### config.mk
export PLATFORM = sky130hd
export DESIGN_NAME = phys_free_list
export DESIGN_NICKNAME = d
export VERILOG_FILES = /design/src/rtl/phys_free_list_pkg.sv /design/src/rtl/phys_free_list.sv
export SDC_FILE = /design/constraint.sdc
export NUM_CORES = 1
export LEC_CHECK = 0
export CORE_ASPECT_RATIO = 0.5
export CORE_MARGIN = 2
export CORE_UTILIZATION = 25
export DETAILED_ROUTE_END_ITERATION = 7
export HOLD_SLACK_MARGIN = 0.08
export PLACE_DENSITY = 0.48
export SYNTH_ARGS = -nofsm -noshare
export SYNTH_HDL_FRONTEND = slang
export SYNTH_SLANG_ARGS = --single-unit
### constraint.sdc
create_clock -name clk -period 6 [get_ports clk]
set_clock_uncertainty 0.2 [all_clocks]
set_input_delay 0.9 -clock clk [delete_from_list [all_inputs] [get_ports clk]]
set_output_delay 0.9 -clock clk [all_outputs]
set_load 0.05 [all_outputs]
### src/rtl/phys_free_list_pkg.sv
// Shared rename-stage types: free-list geometry and pointer type.
package rv32i_types;

   localparam int FL_DEPTH      = 32;
   localparam int FL_ADDR_WIDTH = $clog2(FL_DEPTH);
   localparam int PHYS_WIDTH    = 6;
   localparam int ARCH_REGS     = 32;

   // Free-list pointer: FL_ADDR_WIDTH index bits plus one wrap bit on top.
   typedef logic [FL_ADDR_WIDTH:0] fl_ptr_t;

endpackage

### src/rtl/phys_free_list.sv
// Circular free list of physical register indices with speculative and committed heads.
// Optional FREELIST_CHECK_EN adds an in-list bitmap and a sticky fl_err flag.
import rv32i_types::*;

module phys_free_list #(
   parameter int DEPTH  = FL_DEPTH,
   parameter int PWIDTH = PHYS_WIDTH,
   parameter int BASE   = ARCH_REGS,
   localparam int AW    = $clog2(DEPTH)
) (
   input  logic              clk,
   input  logic              rst,
   input  logic              alloc_req,
   output logic              alloc_valid,
   output logic [PWIDTH-1:0] alloc_preg,
   input  logic              free_req,
   input  logic [PWIDTH-1:0] free_preg,
   input  logic              commit_alloc,
   input  logic              flush,
   output logic [AW:0]       count,
   output logic              fl_err
);

   logic [AW:0]       wr_q, wr_d, rd_q, rd_d, crd_q, crd_d;
   logic [PWIDTH-1:0] mem_q [DEPTH];
   logic [PWIDTH-1:0] mem_d [DEPTH];
   logic              list_full, do_alloc, do_commit, do_free, free_legal;

   assign count       = wr_q - rd_q;
   assign alloc_valid = (count != '0);
   assign alloc_preg  = mem_q[rd_q[AW-1:0]];

   // Fullness is judged against the committed head: speculatively allocated
   // pregs still occupy their slots until commit or flush.
   assign list_full = ((wr_q - crd_q) == (AW+1)'(DEPTH));
   assign do_alloc  = alloc_req && alloc_valid && !flush;
   assign do_commit = commit_alloc && (crd_q != rd_q);
   assign do_free   = free_req && free_legal;

   always_comb begin
      mem_d = mem_q;
      if (do_free) mem_d[wr_q[AW-1:0]] = free_preg;
      wr_d  = wr_q + (AW+1)'(do_free);
      crd_d = crd_q + (AW+1)'(do_commit);
      rd_d  = flush ? crd_d : rd_q + (AW+1)'(do_alloc);
   end

   always_ff @(posedge clk) begin
      if (rst) begin
         for (int i = 0; i < DEPTH; i++) mem_q[i] <= PWIDTH'(BASE + i);
         wr_q  <= (AW+1)'(DEPTH);
         rd_q  <= '0;
         crd_q <= '0;
      end else begin
         mem_q <= mem_d;
         wr_q  <= wr_d;
         rd_q  <= rd_d;
         crd_q <= crd_d;
      end
   end

`ifdef FREELIST_CHECK_EN
   // in_list covers the committed region crd..wr, so a flush never touches it.
   logic [2**PWIDTH-1:0] in_list_q, in_list_d;
   logic                 fl_err_q, fl_err_d;

   assign free_legal = !list_full && !in_list_q[free_preg] && (free_preg != '0);
   assign fl_err     = fl_err_q;

   always_comb begin
      in_list_d = in_list_q;
      if (do_commit) in_list_d[mem_q[crd_q[AW-1:0]]] = 1'b0;
      if (do_free)   in_list_d[free_preg] = 1'b1;
      fl_err_d = fl_err_q
               | (free_req && !free_legal)
               | (alloc_req && !alloc_valid)
               | (commit_alloc && (crd_q == rd_q));
   end

   always_ff @(posedge clk) begin
      if (rst) begin
         for (int i = 0; i < 2**PWIDTH; i++)
            in_list_q[i] <= (i >= BASE) && (i < BASE + DEPTH);
         fl_err_q <= 1'b0;
      end else begin
         in_list_q <= in_list_d;
         fl_err_q  <= fl_err_d;
      end
   end
`else
   assign free_legal = !list_full;
   assign fl_err     = 1'b0;
`endif

endmodule
==> results.json, run 1 <==
{
  "start_util": 0.252,
  "grt.total_usage": 0.128,
  "worstSetupEndpointType": "primary output",
  "r2r-start": "wr_q[3]$_SDFF_PP0_",
  "yosysWarnings": 0,
  "path_depth": 5,
  "worstSetupPathType": "flip-flop to primary output",
  "synth_commonest_cells": "dfxtp_1, mux2i_1, nor2_1",
  "layout-drive-gt1-share": 0.163,
  "drv_slew": 0,
  "synth_area_leaders": "dfxtp_1, mux2i_1, mux4_2",
  "ir_drop_mv": 0.266,
  "placed_cell_area_um2": 11200,
  "hp-start": "mem_q[30]$_SDFFE_PP0P_",
  "antenna_cells": 0,
  "critical_path.endpoint": "alloc_preg[4]",
  "synth_nets": 959,
  "status": "complete, no violations",
  "wl_per_cell_um": 18.7,
  "cts.sinks": 210,
  "synth_area_um2": 10500,
  "rows": 53,
  "cp_top_family": "multiplexers",
  "synth_ff_type": "dfxtp_1",
  "grt_pass1_wl_um": 43200,
  "cp_slowest_cell": "dfxtp_4",
  "r2r.worst_path.cells": 10,
  "drc": 0,
  "yosysUniqueCellTypes": 46,
  "cp_max_fo": 51,
  "synth_mux_area_frac": 0.313,
  "hold_class": "flip-flop to flip-flop",
  "synthSimpleGateAreaFrac": 0.128,
  "pin_count": 26,
  "cts_buffers": 24,
  "yosysTopAreaCell": "dfxtp_1",
  "yosys.area_share.adder": 0.0209,
  "grt_pass1_vias": 7179,
  "ys_seq_area_frac": 0.400,
  "yosysTopAreaCellShare": 0.400,
  "routabilityCongestion": 0.767,
  "p_leak_nw": 5.25,
  "postCtsHoldBufs": 0,
  "synth_compound_area_frac": 0.0784,
  "setup_viol": 0,
  "crit_start": "rd_q[0]$_SDFF_PP0_",
  "finalSetupTns_ns": 0,
  "slowest_delay_ns": 1.04,
  "via_count": 6853,
  "clock_latency_ns": 0.52,
  "postCtsSetupBuffers": 0,
  "fp.coreArea_um2": 41700,
  "cts_tree": "yes",
  "cp-start-kind": "flip-flop",
  "tightestPinTransition_ns": 1.33,
  "hpwlAfterDp_um": 18500,
  "nets": 950,
  "die-area_um2": 43800,
  "critPathBufInv": 1,
  "synth_area_per_cell_um2": 11.3,
  "cp.arrival_ns": 3.68,
  "syn_to_final_growth_pct": 14.8,
  "design_area_um2": 12100,
  "hold_ws_ns": 0.276,
  "root_buffer": "clkbuf_16",
  "overflow": 0,
  "die_w_um": 294,
  "maxCapViolations": 0,
  "antenna_found_initial": 0,
  "async_reset_ff_frac": 0,
  "rr_endpoint": "wr_q[5]$_SDFF_PP1_",
  "vias_per_cell": 4.60,
  "port_buffers": 24,
  "min_period_ns": 4.78,
  "fin_crit_sh": 0.797,
  "clk_path_buf_depth": 3,
  "synth.most_common_cell": "dfxtp_1",
  "synth_cells": 930,
  "die_y_um": 149,
  "clk_pin_slew_ns": 0.06,
  "cts_resized": 0,
  "hold_violations": 0,
  "dr.first_iter.drc_count": 377,
  "synth_xor_area_frac": 0.0183,
  "power_density_nw_per_um2": 337,
  "synth_edf_count": 0,
  "ant_nets": 0,
  "relSlewSlack": 0.108,
  "cp.required_ns": 4.90,
  "htreeDepth": 1,
  "ys_ff_latch": 210,
  "grt_max_degree": 126,
  "rsz0062_at_grt": "false",
  "first_pass_iters": 4,
  "reg2reg_slack_ns": 2.33,
  "clock.fmax_mhz": 209,
  "wl_um": 27800,
  "synth_top_family_by_area": "multiplexers",
  "path_cells": "mux4_2, mux4_2, nand2_1, nand2_1, clkdlybuf4s50_1"
}
sequential cells by signal, indices dropped and copies added (netlist names):
name / cells
rd_q: 6
crd_q: 6
mem_q: 192
wr_q: 6
power by group:
| part | internal (mW) | total, mW | switching [mW] |
|---|---|---|---|
| Clock | 0.975 | 1.58 | 0.600 |
| Sequential | 1.43 | 1.51 | 0.0824 |
| Combinational | 0.329 | 0.989 | 0.661 |
final cells by class:
type	count	area, µm²
fill	4239	29600
clock inverter	8	155
multi-input combinational	629	5900
timing repair buffer	39	367
inverter	17	63.8
sequential	210	4210
clock buffer	36	696
tap	550	688
metal layers:
metal / global-route usage / wire length [µm]
met2: 0.223 / 13500
met5: 0 / 0
met1: 0.167 / 12500
met4: 0.0362 / 724
met3: 0.0159 / 1150
placed cells by master (no fill, tap or decap), drive strengths merged, types with 2 or more instances in the layout:
master / n
a211oi: 6
a21oi: 2
and3: 3
buf: 16
bufinv: 4
clkbuf: 36
clkdlybuf4s50: 23
clkinv: 5
dfxtp: 210
ha: 16
inv: 16
mux2i: 194
mux4: 60
nand2: 23
nand2b: 87
nand3: 7
nand4: 3
nor2: 138
nor2b: 7
nor3: 6
nor3b: 3
o211a: 3
o211ai: 32
o21a: 2
o21ai: 3
xnor2: 13
xor2: 9
logic make-up (layout without fill, tap and decap cells):
| logic type | after synthesis | after routing |
|---|---|---|
| AO/OA/AOI/OAI | 55 | 55 |
| XOR/XNOR | 22 | 22 |
| adder cells (fa/ha/maj) | 17 | 17 |
| buffers and inverters | 91 | 100 |
| flip-flops | 210 | 210 |
| multiplexers | 254 | 254 |
| other | 1 | 1 |
| AND/OR/NAND/NOR | 280 | 280 |
how the worst min path moves through the flow:
stage | depth (start not counted) | to | slack (ns)
after floorplan | 2 | mem_q[134]$_SDFFE_PP0P_ | 0.25
after CTS | 2 | mem_q[30]$_SDFFE_PP0P_ | 0.28
after global placement | 2 | mem_q[187]$_SDFFE_PP0P_ | 0.26
after detailed placement | 2 | mem_q[30]$_SDFFE_PP0P_ | 0.27
after global routing | 2 | mem_q[57]$_SDFFE_PP0P_ | 0.29
final | 2 | mem_q[30]$_SDFFE_PP0P_ | 0.28
per-stage QoR:
stage	std cells	setup WS (ns)	power, mW	utilization
after floorplan	930	2.34	2.33	-
after global placement	1445	1.67	2.53	0.269
after detailed placement	1445	1.67	2.54	0.269
after CTS	1489	1.12	4.12	0.290
after global routing	1489	0.988	4.24	0.290
final	1489	1.22	4.07	0.290
worst min-delay path, delay by kind of cell (launching register included):
kind / cells / cell delay [ns]
flip-flops: 1 / 0.31
AND/OR/NAND/NOR: 1 / 0.06
multiplexers: 1 / 0.06
(Power assumes the default switching activity.)
==> run 2, diff against run 1 <==
==> constraint.sdc (replaced) <==
create_clock -name clk -period 4.58 [get_ports clk]
set_clock_uncertainty 0.2 [all_clocks]
set_input_delay 0.687 -clock clk [delete_from_list [all_inputs] [get_ports clk]]
set_output_delay 0.687 -clock clk [all_outputs]
set_load 0.05 [all_outputs]
==> run 2 against run 1 <==
  * Cell count increased by 0.34%
  * Combinational power increased by 43%
  * Setup slack got worse by 0.99 ns
  * Power increased by 27%
  * Global-route usage rose by 0.84 points
  * Core utilization barely moved
  * Sequential power grew 28%
  * Sequential cell count is the same
  * Hold slack gained 0.0010 ns
  * Design area down 0.15%
  * Clock power grew 16%
  * Largest cell class unchanged
==> results.json, run 2 (synthesized netlist as in run 1, its figures left out) <==
{
  "sw_frac_of_total": 0.346,
  "grt_max_degree": 81,
  "final_cell_mix": "dfxtp_1, mux2i_1, nor2_1",
  "clock_latency_ns": 0.53,
  "die-area_um2": 43800,
  "postCtsHoldBufs": 0,
  "antenna_found_initial": 0,
  "clk_path_buf_depth": 3,
  "fin_crit_sh": 0.949,
  "regMostFlops": "mem_q",
  "grt.total_usage": 0.136,
  "cts_resized": 0,
  "largest_register_ffs": 192,
  "cp.required_ns": 3.69,
  "start_util": 0.252,
  "wl_per_cell_um": 19.6,
  "min_period_ns": 4.34,
  "power_density_nw_per_um2": 430,
  "clk_pin_slew_ns": 0.06,
  "switchingPower_mw": 1.80,
  "cts.sinks": 210,
  "holdPathStages": 2,
  "overflow": 0,
  "worstSetupPathType": "flip-flop to primary output",
  "cp-start-kind": "flip-flop",
  "via_count": 6914,
  "wl_um": 29300,
  "die_w_um": 294,
  "port_buffers": 24,
  "rsz0062_at_grt": "false",
  "maxCapViolations": 0,
  "dr.first_iter.drc_count": 438,
  "htreeDepth": 1,
  "rr_endpoint": "wr_q[5]$_SDFF_PP1_",
  "comb_power_share": 0.272,
  "tightestPinTransition_ns": 1.15,
  "seqPwrFrac": 0.374,
  "r2r-start": "wr_q[3]$_SDFF_PP0_",
  "cts_buffers": 23,
  "hold_class": "flip-flop to flip-flop",
  "fp.coreArea_um2": 41700,
  "die_y_um": 149,
  "cp_max_fo": 17,
  "layout-drive-gt1-share": 0.175,
  "pin_count": 26,
  "first_pass_iters": 4,
  "relSlewSlack": 0.231,
  "drv_slew": 0,
  "root_buffer": "clkbuf_16",
  "clock.fmax_mhz": 230,
  "reg2reg_slack_ns": 0.88,
  "p_clk_frac": 0.354,
  "ir_drop_mv": 0.235,
  "setup_viol": 0,
  "grt_pass1_vias": 7096,
  "cts_tree": "yes",
  "p_int_mw": 3.39,
  "finalSetupTns_ns": 0,
  "hp-start": "mem_q[80]$_SDFFE_PP0P_",
  "design_area_um2": 12100,
  "worstSetupEndpointType": "primary output",
  "antenna_cells": 0,
  "final_common_cell": "dfxtp_1",
  "placed_cell_area_um2": 11300,
  "holdPathEnd": "mem_q[80]$_SDFFE_PP0P_",
  "syn_to_final_growth_pct": 14.6,
  "status": "complete, no violations",
  "r2r.worst_path.cells": 9,
  "postCtsSetupBuffers": 0,
  "ant_nets": 0,
  "hpwlAfterDp_um": 20000,
  "vias_per_cell": 4.63,
  "rows": 53,
  "routabilityCongestion": 0.786,
  "cp.arrival_ns": 3.46,
  "hold_violations": 0,
  "drc": 0,
  "nets": 960,
  "post-route-util": 0.289,
  "grt_pass1_wl_um": 45300,
  "p_leak_nw": 5.27
}
run 2: cell type report:
class | count | area (µm²)
multi-input combinational | 629 | 5900
fill | 4254 | 29700
clock buffer | 30 | 652
sequential | 210 | 4210
tap | 550 | 688
inverter | 17 | 63.8
clock inverter | 8 | 80.1
timing repair buffer | 50 | 462
run 2: per-layer routing:
layer,GRT usage,routed length (µm),up-vias,part of all wire
met5,0,0,-,0
met4,0.0334,627,0,0.021
met1,0.191,14400,3511,0.49
met2,0.224,13500,86,0.46
met3,0.0162,676,42,0.023
li1,-,-,3275,-
run 2: worst max-delay path, cell delays in order (launching register included):
cell             delay [ns]
dfxtp_2                0.67
buf_4                  0.39
mux4_2                 0.36
mux4_2                 0.53
nand2_1                0.11
nand2_1                0.13
clkdlybuf4s50_1        0.72
run 2: worst max path at each step:
stage | start | endpoint | slack, ns | cells after the start
6_report | rd_q[1]$_SDFF_PP0_ | alloc_preg[5] | 0.24 | 6
5_1_grt | rd_q[4]$_SDFF_PP0_ | alloc_valid | 0.06 | 8
4_1_cts | rd_q[0]$_SDFF_PP0_ | alloc_preg[5] | 0.20 | 6
3_5_place_dp | rd_q[0]$_SDFF_PP0_ | alloc_preg[5] | 0.76 | 6
3_3_place_gp | rd_q[0]$_SDFF_PP0_ | alloc_preg[5] | 0.80 | 6
2_1_floorplan | rd_q[2]$_SDFF_PP0_ | rd_q[5]$_SDFF_PP0_ | 1.09 | 12
run 2: power by group through the flow:
| stage | Sequential [mW] | Combinational (mW) | Clock (mW) |
|---|---|---|---|
| final | 1.94 | 1.41 | 1.84 |
| after global routing | 1.95 | 1.49 | 1.96 |
| after CTS | 1.94 | 1.43 | 1.88 |
| after detailed placement | 1.99 | 1.42 | 0 |
| after global placement | 1.98 | 1.41 | 0 |
| after floorplan | 1.93 | 1.12 | 0 |
run 2: metrics by stage:
step	cells	power, mW	hold WS (ns)	setup slack [ns]
floorplan	930	3.05	0.245	1.09
global placement	1456	3.39	0.258	0.795
detailed placement	1456	3.41	0.265	0.761
CTS	1494	5.25	0.276	0.200
global route	1494	5.40	0.295	0.0622
finish	1494	5.19	0.277	0.235
==> run 3, diff against run 2 <==
--- a/config.mk
+++ b/config.mk
@@ -9,8 +9,8 @@
 export CORE_MARGIN = 2
 export CORE_UTILIZATION = 25
 export DETAILED_ROUTE_END_ITERATION = 7
-export HOLD_SLACK_MARGIN = 0.08
 export PLACE_DENSITY = 0.48
+export SLEW_MARGIN = 25
 export SYNTH_ARGS = -nofsm -noshare
 export SYNTH_HDL_FRONTEND = slang
 export SYNTH_SLANG_ARGS = --single-unit
==> run 3 against run 2 <==
  * Critical path depth unchanged
  * Cell count grew 0.27%
  * Sequential power about the same
  * Critical path type unchanged
  * Via count increased by 0.55%
  * Sequential share of layout area down 0.26 points
  * First-iteration DRC count down 20%
==> results.json, run 3 (synthesized netlist as in run 1, its figures left out) <==
{
  "drv_slew": 0,
  "grt_max_degree": 81,
  "routabilityCongestion": 0.786,
  "post-route-util": 0.291,
  "p_int_mw": 3.52,
  "grt.total_usage": 0.135,
  "start_util": 0.252,
  "drc": 0,
  "finalSetupTns_ns": 0,
  "die-area_um2": 43800,
  "nets": 960,
  "clock.fmax_mhz": 230,
  "rows": 53,
  "dr.first_iter.drc_count": 349,
  "die_w_um": 294,
  "clk_path_buf_depth": 3,
  "syn_to_final_growth_pct": 15.5,
  "via_count": 6952,
  "antenna_cells": 0,
  "cp.required_ns": 3.69,
  "ant_nets": 0,
  "htreeDepth": 1,
  "worstSetupEndpointType": "primary output",
  "largest_register_ffs": 192,
  "die_y_um": 149,
  "comb_power_share": 0.264,
  "cp_max_fo": 17,
  "fin_crit_sh": 0.951,
  "cts.sinks": 210,
  "regMostFlops": "mem_q",
  "switchingPower_mw": 1.80,
  "setup_viol": 0,
  "hpwlAfterDp_um": 20200,
  "grt_pass1_wl_um": 45100,
  "relSlewSlack": 0.299,
  "pin_count": 26,
  "hold_violations": 0,
  "rsz0062_at_grt": "false",
  "cts_tree": "yes",
  "placed_cell_area_um2": 11300,
  "power_density_nw_per_um2": 438,
  "final_cell_mix": "dfxtp_1, mux2i_1, nor2_1",
  "root_buffer": "clkbuf_16",
  "p_leak_nw": 5.30,
  "maxCapViolations": 0,
  "worstSetupPathType": "flip-flop to primary output",
  "cp.arrival_ns": 3.47,
  "grt_pass1_vias": 7155,
  "final_common_cell": "dfxtp_1",
  "clock_latency_ns": 0.53,
  "wl_per_cell_um": 19.5,
  "hold_class": "flip-flop to flip-flop",
  "stdcell_count": 1498,
  "dp.cells": 1456,
  "design_area_um2": 12100,
  "postCtsSetupBuffers": 0,
  "vias_per_cell": 4.64,
  "seqPwrFrac": 0.365,
  "first_pass_iters": 5,
  "overflow": 0,
  "wl_um": 29300,
  "ir_drop_mv": 0.254,
  "postCtsHoldBufs": 0,
  "total_power_mw": 5.31,
  "cts_resized": 0,
  "status": "complete, no violations",
  "cts_buffers": 23,
  "min_period_ns": 4.36,
  "cp-start-kind": "flip-flop",
  "p_clk_frac": 0.370,
  "layout-drive-gt1-share": 0.179,
  "antenna_found_initial": 0,
  "fp.coreArea_um2": 41700,
  "tightestPinTransition_ns": 1.05,
  "clk_pin_slew_ns": 0.06,
  "sw_frac_of_total": 0.338,
  "port_buffers": 24
}
run 3: per-stage QoR:
step | hold WS, ns | setup slack [ns]
floorplan | 0.245 | 1.09
global placement | 0.258 | 0.795
detailed placement | 0.265 | 0.764
CTS | 0.277 | 0.200
global route | 0.294 | 0.102
finish | 0.275 | 0.223
run 3: layer usage:
| layer | vias to the layer above | GRT usage | wire [µm] |
|---|---|---|---|
| li1 | 3284 | - | - |
| met1 | 3516 | 0.187 | 14000 |
| met2 | 114 | 0.226 | 13600 |
| met3 | 38 | 0.0182 | 1010 |
| met4 | 0 | 0.0291 | 577 |
| met5 | - | 0 | 0 |
run 3: power by group through the flow:
stage / clock [mW] / sequential, mW / combinational [mW]
global route: 2.08 / 1.95 / 1.49
finish: 1.97 / 1.94 / 1.41
global placement: 0 / 1.98 / 1.41
CTS: 2.02 / 1.94 / 1.43
floorplan: 0 / 1.93 / 1.12
detailed placement: 0 / 1.99 / 1.42
run 3: area by class of cell:
class | count | area, µm²
fillers | 4250 | 29600
multi-input cells | 629 | 5920
flip-flops and latches | 210 | 4210
well taps | 550 | 688
clock buffers | 31 | 656
repair buffers | 50 | 462
clock inverters | 11 | 150
inverters | 17 | 63.8
run 3: path summary, 6_finish.rpt:
check	startpoint	end	slack, ns	cells after the start
max	rd_q[1]$_SDFF_PP0_	alloc_preg[5]	0.22	6
min	mem_q[38]$_SDFFE_PP0P_	mem_q[38]$_SDFFE_PP0P_	0.27	2
max reg2reg	wr_q[3]$_SDFF_PP0_	wr_q[5]$_SDFF_PP1_	0.89	9
min reg2reg	mem_q[38]$_SDFFE_PP0P_	mem_q[38]$_SDFFE_PP0P_	0.27	2
run 3: worst max-delay path, cell delays in order, from the launching register on:
cell             delay [ns]
dfxtp_2                0.69
buf_4                  0.39
mux4_2                 0.36
mux4_2                 0.53
nand2_1                0.11
nand2_1                0.13
clkdlybuf4s50_1        0.72
